--- src/rtl/xbar_master_interface.sv ---
// Crossbar port facing one outer AXI slave: round-robin AR/AW arbitration across master-side
// ports, W locked to the AW winner, pending FIFOs on every channel, R/B tagged by destination.

module xbar_mi_fifo #(
    parameter int WIDTH = 8,
    parameter int DEPTH = 8
) (
    input  logic             clk,
    input  logic             rst,
    input  logic             push,
    input  logic [WIDTH-1:0] din,
    input  logic             pop,
    output logic [WIDTH-1:0] dout,
    output logic             empty,
    output logic             full
);
    localparam int PW = (DEPTH > 1) ? $clog2(DEPTH) : 1;
    localparam int CW = $clog2(DEPTH + 1);

    logic [WIDTH-1:0] mem [DEPTH];
    logic [PW-1:0]    wr_ptr;
    logic [PW-1:0]    rd_ptr;
    logic [CW-1:0]    count;
    logic             do_push;
    logic             do_pop;

    assign empty   = (count == '0);
    assign full    = (count == CW'(DEPTH));
    // Push only against the fullness seen at the start of the cycle, even if a pop coincides.
    assign do_push = push && !full;
    assign do_pop  = pop && !empty;
    assign dout    = mem[rd_ptr];

    always_ff @(posedge clk) begin
        if (rst) begin
            wr_ptr <= '0;
            rd_ptr <= '0;
            count  <= '0;
        end else begin
            if (do_push) wr_ptr <= (wr_ptr == PW'(DEPTH - 1)) ? '0 : wr_ptr + PW'(1);
            if (do_pop)  rd_ptr <= (rd_ptr == PW'(DEPTH - 1)) ? '0 : rd_ptr + PW'(1);
            case ({do_push, do_pop})
                2'b10:   count <= count + CW'(1);
                2'b01:   count <= count - CW'(1);
                default: count <= count;
            endcase
        end
    end

    always_ff @(posedge clk) begin
        if (do_push) mem[wr_ptr] <= din;
    end
endmodule

module xbar_mi_rr_arb #(
    parameter int N  = 2,
    parameter int IW = 1
) (
    input  logic          clk,
    input  logic          rst,
    input  logic [N-1:0]  req,
    input  logic          en,
    output logic [N-1:0]  grant,
    output logic [IW-1:0] idx
);
    logic [IW-1:0] rr;
    logic [IW-1:0] cand;
    logic          found;

    function automatic logic [IW-1:0] wrap_add(input logic [IW-1:0] base, input int k);
        int s;
        s = int'(base) + k;
        if (s >= N) s = s - N;
        return IW'(s);
    endfunction

    // Search starts at rr, so the last winner has lowest priority next time.
    always_comb begin
        grant = '0;
        idx   = '0;
        found = 1'b0;
        cand  = '0;
        for (int k = 0; k < N; k++) begin
            cand = wrap_add(rr, k);
            if (en && !found && req[cand]) begin
                found       = 1'b1;
                grant[cand] = 1'b1;
                idx         = cand;
            end
        end
    end

    always_ff @(posedge clk) begin
        if (rst) begin
            rr <= '0;
        end else if (found) begin
            rr <= wrap_add(idx, 1);
        end
    end
endmodule

module xbar_master_interface #(
    parameter int ID_WIDTH          = 4,
    parameter int IDS_WIDTH         = 8,
    parameter int ADDR_WIDTH        = 32,
    parameter int LEN_WIDTH         = 4,
    parameter int SIZE_WIDTH        = 3,
    parameter int DATA_WIDTH        = 32,
    parameter int STRB_WIDTH        = 4,
    parameter int pending_depth     = 8,
    parameter int masters           = 2,
    parameter int i_am_slave_number = 0,
    localparam int MIW  = (masters > 1) ? $clog2(masters) : 1,
    localparam int AX_W = ID_WIDTH + ADDR_WIDTH + LEN_WIDTH + SIZE_WIDTH + 2,
    localparam int W_W  = DATA_WIDTH + STRB_WIDTH + 1,
    localparam int R_W  = ID_WIDTH + DATA_WIDTH + 3,
    localparam int B_W  = ID_WIDTH + 2
) (
    input  logic                    ACLK,
    input  logic                    ARESET,
    input  logic [masters-1:0]      ar_req,
    input  logic [masters*AX_W-1:0] ar_pld,
    output logic [masters-1:0]      ar_grant,
    input  logic [masters-1:0]      aw_req,
    input  logic [masters*AX_W-1:0] aw_pld,
    output logic [masters-1:0]      aw_grant,
    input  logic [masters-1:0]      w_req,
    input  logic [masters*W_W-1:0]  w_pld,
    output logic [masters-1:0]      w_grant,
    output logic                    w_lock,
    output logic                    r_empty,
    output logic [MIW-1:0]          r_dest_master,
    output logic [R_W-1:0]          r_pld,
    input  logic                    r_pop,
    output logic                    b_empty,
    output logic [MIW-1:0]          b_dest_master,
    output logic [B_W-1:0]          b_pld,
    input  logic                    b_pop,
    output logic [IDS_WIDTH-1:0]    ARID_S,
    output logic [ADDR_WIDTH-1:0]   ARADDR_S,
    output logic [LEN_WIDTH-1:0]    ARLEN_S,
    output logic [SIZE_WIDTH-1:0]   ARSIZE_S,
    output logic [1:0]              ARBURST_S,
    output logic                    ARVALID_S,
    input  logic                    ARREADY_S,
    input  logic [IDS_WIDTH-1:0]    RID_S,
    input  logic [DATA_WIDTH-1:0]   RDATA_S,
    input  logic [1:0]              RRESP_S,
    input  logic                    RLAST_S,
    input  logic                    RVALID_S,
    output logic                    RREADY_S,
    output logic [IDS_WIDTH-1:0]    AWID_S,
    output logic [ADDR_WIDTH-1:0]   AWADDR_S,
    output logic [LEN_WIDTH-1:0]    AWLEN_S,
    output logic [SIZE_WIDTH-1:0]   AWSIZE_S,
    output logic [1:0]              AWBURST_S,
    output logic                    AWVALID_S,
    input  logic                    AWREADY_S,
    output logic [DATA_WIDTH-1:0]   WDATA_S,
    output logic [STRB_WIDTH-1:0]   WSTRB_S,
    output logic                    WLAST_S,
    output logic                    WVALID_S,
    input  logic                    WREADY_S,
    input  logic [IDS_WIDTH-1:0]    BID_S,
    input  logic [1:0]              BRESP_S,
    input  logic                    BVALID_S,
    output logic                    BREADY_S
);
    // Handshake rule on every channel: a transfer happens in a cycle where valid (req / VALID /
    // !empty) and ready (grant / READY / pop) are both high; a held payload never changes.
    localparam int AXS_W = IDS_WIDTH + AX_W - ID_WIDTH;
    localparam int RQ_W  = MIW + R_W;
    localparam int BQ_W  = MIW + B_W;

    if (i_am_slave_number < 0 || IDS_WIDTH < ID_WIDTH + MIW) begin : g_cfg_check
        $error("xbar_master_interface: bad slave number or IDS_WIDTH too narrow");
    end

    typedef enum logic {W_IDLE, W_LOCKED} w_state_t;

    logic [MIW-1:0]   ar_idx;
    logic [MIW-1:0]   aw_idx;
    logic             aw_any;
    logic             ar_full, ar_empty, aw_full, aw_empty, w_full, w_empty;
    logic             r_full, b_full;
    logic [AXS_W-1:0] ar_din, ar_dout, aw_din, aw_dout;
    logic [W_W-1:0]   w_beat, w_dout;
    logic [RQ_W-1:0]  r_din, r_dout;
    logic [BQ_W-1:0]  b_din, b_dout;
    logic             r_keep, b_keep;
    w_state_t         w_state, w_state_next;
    logic [MIW-1:0]   w_owner;
    logic             w_push;

    // Slave-side ID = {zero-extended master index, master ID}.
    function automatic logic [AXS_W-1:0] widen_ax(input logic [AX_W-1:0] pld, input logic [MIW-1:0] m);
        logic [IDS_WIDTH-1:0] ids;
        ids                  = '0;
        ids[ID_WIDTH +: MIW] = m;
        ids[ID_WIDTH-1:0]    = pld[AX_W-1 -: ID_WIDTH];
        return {ids, pld[AX_W-ID_WIDTH-1:0]};
    endfunction

    xbar_mi_rr_arb #(.N(masters), .IW(MIW)) u_ar_arb (
        .clk(ACLK), .rst(ARESET), .req(ar_req), .en(!ar_full), .grant(ar_grant), .idx(ar_idx)
    );

    xbar_mi_rr_arb #(.N(masters), .IW(MIW)) u_aw_arb (
        .clk(ACLK), .rst(ARESET), .req(aw_req), .en(!aw_full && !w_lock), .grant(aw_grant), .idx(aw_idx)
    );

    assign ar_din = widen_ax(ar_pld[int'(ar_idx)*AX_W +: AX_W], ar_idx);
    assign aw_din = widen_ax(aw_pld[int'(aw_idx)*AX_W +: AX_W], aw_idx);
    assign aw_any = |aw_grant;

    xbar_mi_fifo #(.WIDTH(AXS_W), .DEPTH(pending_depth)) u_ar_fifo (
        .clk(ACLK), .rst(ARESET), .push(|ar_grant), .din(ar_din), .pop(ARVALID_S && ARREADY_S),
        .dout(ar_dout), .empty(ar_empty), .full(ar_full)
    );

    assign ARVALID_S = !ar_empty;
    assign {ARID_S, ARADDR_S, ARLEN_S, ARSIZE_S, ARBURST_S} = ar_dout;

    xbar_mi_fifo #(.WIDTH(AXS_W), .DEPTH(pending_depth)) u_aw_fifo (
        .clk(ACLK), .rst(ARESET), .push(aw_any), .din(aw_din), .pop(AWVALID_S && AWREADY_S),
        .dout(aw_dout), .empty(aw_empty), .full(aw_full)
    );

    assign AWVALID_S = !aw_empty;
    assign {AWID_S, AWADDR_S, AWLEN_S, AWSIZE_S, AWBURST_S} = aw_dout;

    // W ownership: an AW grant locks W to its master until that master's WLAST beat is taken,
    // which keeps W order at the slave identical to AW order.
    assign w_beat = w_pld[int'(w_owner)*W_W +: W_W];
    assign w_lock = (w_state == W_LOCKED);

    always_ff @(posedge ACLK) begin
        if (ARESET) begin
            w_state <= W_IDLE;
            w_owner <= '0;
        end else begin
            w_state <= w_state_next;
            if (aw_any) w_owner <= aw_idx;
        end
    end

    always_comb begin
        w_state_next = w_state;
        w_push       = 1'b0;
        w_grant      = '0;
        case (w_state)
            W_IDLE: begin
                if (aw_any) w_state_next = W_LOCKED;
            end
            W_LOCKED: begin
                w_push           = w_req[w_owner] && !w_full;
                w_grant[w_owner] = w_push;
                if (w_push && w_beat[0]) w_state_next = W_IDLE;
            end
            default: w_state_next = W_IDLE;
        endcase
    end

    xbar_mi_fifo #(.WIDTH(W_W), .DEPTH(pending_depth)) u_w_fifo (
        .clk(ACLK), .rst(ARESET), .push(w_push), .din(w_beat), .pop(WVALID_S && WREADY_S),
        .dout(w_dout), .empty(w_empty), .full(w_full)
    );

    assign WVALID_S = !w_empty;
    assign {WDATA_S, WSTRB_S, WLAST_S} = w_dout;

    // Returns whose master prefix names no real port are absorbed but never queued.
    assign r_keep   = int'(RID_S[IDS_WIDTH-1:ID_WIDTH]) < masters;
    assign RREADY_S = !r_full;
    assign r_din    = {RID_S[ID_WIDTH +: MIW], RID_S[ID_WIDTH-1:0], RDATA_S, RRESP_S, RLAST_S};

    xbar_mi_fifo #(.WIDTH(RQ_W), .DEPTH(pending_depth)) u_r_fifo (
        .clk(ACLK), .rst(ARESET), .push(RVALID_S && RREADY_S && r_keep), .din(r_din), .pop(r_pop),
        .dout(r_dout), .empty(r_empty), .full(r_full)
    );

    assign {r_dest_master, r_pld} = r_dout;

    assign b_keep   = int'(BID_S[IDS_WIDTH-1:ID_WIDTH]) < masters;
    assign BREADY_S = !b_full;
    assign b_din    = {BID_S[ID_WIDTH +: MIW], BID_S[ID_WIDTH-1:0], BRESP_S};

    xbar_mi_fifo #(.WIDTH(BQ_W), .DEPTH(pending_depth)) u_b_fifo (
        .clk(ACLK), .rst(ARESET), .push(BVALID_S && BREADY_S && b_keep), .din(b_din), .pop(b_pop),
        .dout(b_dout), .empty(b_empty), .full(b_full)
    );

    assign {b_dest_master, b_pld} = b_dout;
endmodule

--- config.mk ---
export PLATFORM = sky130hd
export DESIGN_NAME = xbar_master_interface
export DESIGN_NICKNAME = d
export VERILOG_FILES = /design/src/rtl/xbar_master_interface.sv
export SDC_FILE = /design/constraint.sdc
export NUM_CORES = 1
export LEC_CHECK = 0
export CORE_ASPECT_RATIO = 2
export CORE_MARGIN = 8
export CORE_UTILIZATION = 40
export CTS_BUF_LIST = sky130_fd_sc_hd__clkbuf_2 sky130_fd_sc_hd__clkbuf_4 sky130_fd_sc_hd__clkbuf_8
export CTS_CLUSTER_DIAMETER = 80
export CTS_CLUSTER_SIZE = 28
export DETAILED_ROUTE_END_ITERATION = 12
export GPL_TIMING_DRIVEN = 1
export HOLD_SLACK_MARGIN = 0.12
export PLACE_DENSITY_LB_ADDON = 0.08
export SETUP_SLACK_MARGIN = 0.05
export SLEW_MARGIN = 20
export SYNTH_ARGS = -nofsm -noshare
export SYNTH_HDL_FRONTEND = slang
export SYNTH_HIERARCHICAL = 1
export SYNTH_SLANG_ARGS = --single-unit
--- constraint.sdc ---
create_clock -name ACLK -period 9.9 [get_ports ACLK]
set_input_delay 1.98 -clock ACLK [delete_from_list [all_inputs] [get_ports ACLK]]
set_output_delay 1.98 -clock ACLK [all_outputs]
set_load 0.02 [all_outputs]
==> summary.txt <==
Outcome
  – Status: complete, no violations

Clock network
  – Clock-pin slew on the worst setup and hold paths: 160 ps
  – Hold Buf Count CTS: 0
  – CTS Buf Count: 66
  – Skew-Pair Late Insertion Delay: 770 ps
  – H-tree depth: 3
  – Post CTS Setup Buffer Count: 0
  – Root buf cell: clkbuf_8
  – CTS tree: built
  – CTS Buffer Depth: 3
  – Clk sinks: around 1500
  – Number of gates resized after CTS: 0

Flow run
  – # Max-Cap Violations: 0

Pwr
  – Peak supply drop: 0.0001530 V
  – Total Power: between 0.01 and 0.015 W
  – Power density cells: roughly 190 nW/um^2
  – Static leakage: 21.20 nW

Final layout
  – Layout Utilization: 0.4617
  – Nets: around 3600
  – Layout cells sized above 1: 0.2453
  – Fillers: 12520
  – Final Non-Filler Cells: 5197
  – Layout area overhead: 14.59%

Synth
  – Mux contribution to synthesized area: 0.2029
  – Synth Register Bits: ~1500
  – Leading area contributor after synthesis: edfxtp_1
  – Post-synthesis sequential area ratio: 0.7468
  – Adder-cell share of the synthesized area: 0.007251
  – Synth top area share: 0.7239
  – Syn Inst Count: 2694
  – Syn Area/Cell: 22.42 sq um
  – Yosys warns: 6
  – Main synth FF type: edfxtp_1
  – Number of flops mapped to enable cells by yosys: 1456
  – Synth Area in Compound Gates: 0.008287
  – Post-synth ARST share: 0
  – Post-synth top cells: 1456 x edfxtp_1, 316 x mux2_2, 271 x mux4_2, 93 x mux4_1, 69 x dfxtp_1
  – Simple-gate share of the synthesized area: 0.01639
  – Post-Syn Area: 60400 sq um
  – Synth top area cells: edfxtp_1 72%, mux4_2 10%, mux2_2 5.9%
  – Top-count cell post-synth: edfxtp_1
  – Synth Area in XOR/XNOR: 0.002175
  – Unique cell type count in the Yosys netlist: between 40 and 50
  – Largest family of logic cells by synthesized area: multiplexers

Min path
  – Worst hold path class: reg -> reg

Floorplan
  – Width of the die: 290.8 microns
  – Initial Util: 0.4029
  – Die Footprint: 164400 sq um
  – Row cnt: 201
  – Ports: ~520
  – Core Region: between 100000 and 150000 sq um
  – Die H: about 570 microns

Worst setup path
  – Data arrival time of the worst path: 4070 ps
  – Crit path largest cell delay: 910 ps
  – Critical path type: reg -> out
  – Worst Path Required: 7920 ps
  – CP bufs+invs: 2
  – Critical Path, Cell by Cell: buf_4 -> mux4_2 -> mux2_2 -> clkdlybuf4s50_1
  – Cell at the slowest stage of the critical path: dfxtp_4
  – CP Max Fanout: 38
  – Largest delay share family, worst path: buffers and inverters
  – Critical path startpoint category: flop
  – Crit path capture type: output pin

Timing
  – Setup ws final: 3853 ps
  – Max-slew violations: 0
  – Final Hold Vio Count: 0
  – Setup violations, final: 0
  – Tmin final: 6047 ps
  – Unrepaired setup endpoints after global routing: no
  – Clk_skew: 51.51 ps
  – Setup TNS: 0 ps
  – Fmax: 0.1654 GHz
  – Worst slew pin tran: 1060 ps
  – Slew HR: 0.2879
  – Final Cycle Share: 0.6108

Global routing
  – Vias in the first global route: 30540
  – Grt total ovfl: 0
  – Largest net degree at the start of global routing: 81
  – First-pass GRT wire length: 204.0 mm
  – GRT Total Usage: 0.1664
  – Initial antenna violation count: 10

Routing
  – Vias/cell: about 5.4
  – Pre-antenna DRT Iters: 5
  – DRC Markers: 0
  – Total number of vias: 28000
  – Wire per inst: 26.91 microns
  – DRT iter0 DRCs: 1819
  – Antenna-violating nets left: 0
  – Routed WL: 139.8 mm

Place
  – DP Worst Slack: roughly 4300 ps
  – Post-DP HPWL: 82.78 mm
  – # port buffers: 517
  – Gpl congestion: just over 0.7
  – Placed cells: 5091
## power breakdown
group	total, W	internal [W]	leakage, nW	switching (W)
Clock	0.00259	0.000755	0.635	0.00183
Combinational	0.00298	0.00145	6.82	0.00153
Sequential	0.00770	0.00751	13.7	0.000191
## cell type report
| class | count | area [sq um] | area share |
|---|---|---|---|
| inverter | 13 | 48.80 | 0.0007051 |
| tap | 1928 | 2412 | 0.03486 |
| clock inverter | 7 | 101.3 | 0.001464 |
| antenna | 4 | 10.01 | 0.0001446 |
| clock buffer | 92 | 1116 | 0.01613 |
| multi-input combinational | 1058 | 14730 | 0.2129 |
| timing repair buffer | 570 | 5648 | 0.08161 |
| sequential | 1525 | 45140 | 0.6522 |
## path summary, 6_finish.rpt
path                                                       start                              end  slack [ps]  depth (start not counted)
worst min-delay path            u_ar_fifo/rd_ptr[2]$_SDFFE_PP0N_                             flop         490                          2
worst min register to register  u_ar_fifo/rd_ptr[2]$_SDFFE_PP0N_                             flop         490                          2
worst max register to register   u_aw_fifo/count[1]$_SDFFE_PP0P_  u_aw_fifo/count[3]$_SDFFE_PP0P_        6170                         12
worst max-delay path                                        flop                       WDATA_S[0]        3850                          4
## worst register-to-register path, cell delays in order, from the launching register on
cell,delay (ps)
dfxtp_1,530
nor3_1,130
and2_1,250
nor2_1,270
nand2_1,170
a21oi_1,350
or2_2,260
a21bo_2,340
ha_1,430
nor4b_1,360
a41oi_1,80
o41ai_1,100
mux2_2,370
## metrics by stage
stage          instance area [sq um]  hold WS, ps
6_report                       69210        494.8
4_1_cts                        69110        500.1
3_5_place_dp                   67890        474.5
3_3_place_gp                   67850        457.7
2_1_floorplan                  60570        454.7
5_1_grt                        69200        515.0
## flip-flops by register name, summed over array words and instances (netlist names), 3 cells and up, named ones only
signal	cells
u_ar_fifo/mem	392
u_aw_fifo/mem	392
u_r_fifo/mem	320
u_w_fifo/mem	296
u_b_fifo/mem	56
u_ar_fifo/count	4
u_aw_fifo/count	4
u_b_fifo/count	4
u_r_fifo/count	4
u_w_fifo/count	4
u_ar_fifo/rd_ptr	3
u_ar_fifo/wr_ptr	3
u_aw_fifo/rd_ptr	3
u_aw_fifo/wr_ptr	3
u_b_fifo/rd_ptr	3
u_b_fifo/wr_ptr	3
u_r_fifo/rd_ptr	3
u_r_fifo/wr_ptr	3
u_w_fifo/rd_ptr	3
u_w_fifo/wr_ptr	3
## placed cells by master, fill, tap and decap left out, types with 17 or more instances in the layout
cell type        count
mux4_2             271
nor3_2              20
buf_4               49
a21oi_1             43
clkbuf_8            68
edfxtp_1          1456
dfxtp_1             56
mux2_2             316
nor3_1              17
mux4_1              93
nand2_1             35
conb_1              48
clkdlybuf4s50_1    516
ha_1                35
clkbuf_4            24
nor2_1              35
## cell families (layout without fill, tap and decap cells)
family | after synthesis | in the layout
AO/OA/AOI/OAI | 74 | 74
AND/OR/NAND/NOR | 192 | 192
flip-flops | 1525 | 1525
multiplexers | 694 | 694
other | 1 | 52
buffers and inverters | 158 | 682
XOR/XNOR | 15 | 15
adder cells (fa/ha/maj) | 35 | 35
## per-layer routing
metal / global-route usage / share of wire / up-vias
met5: 0 / 0.00019 / -
met4: 0.03493 / 0.017 / 4
met3: 0.03601 / 0.054 / 129
met2: 0.3001 / 0.52 / 640
met1: 0.2056 / 0.41 / 14990
li1: - / - / 12240
Power figures use the tool's default switching activity.
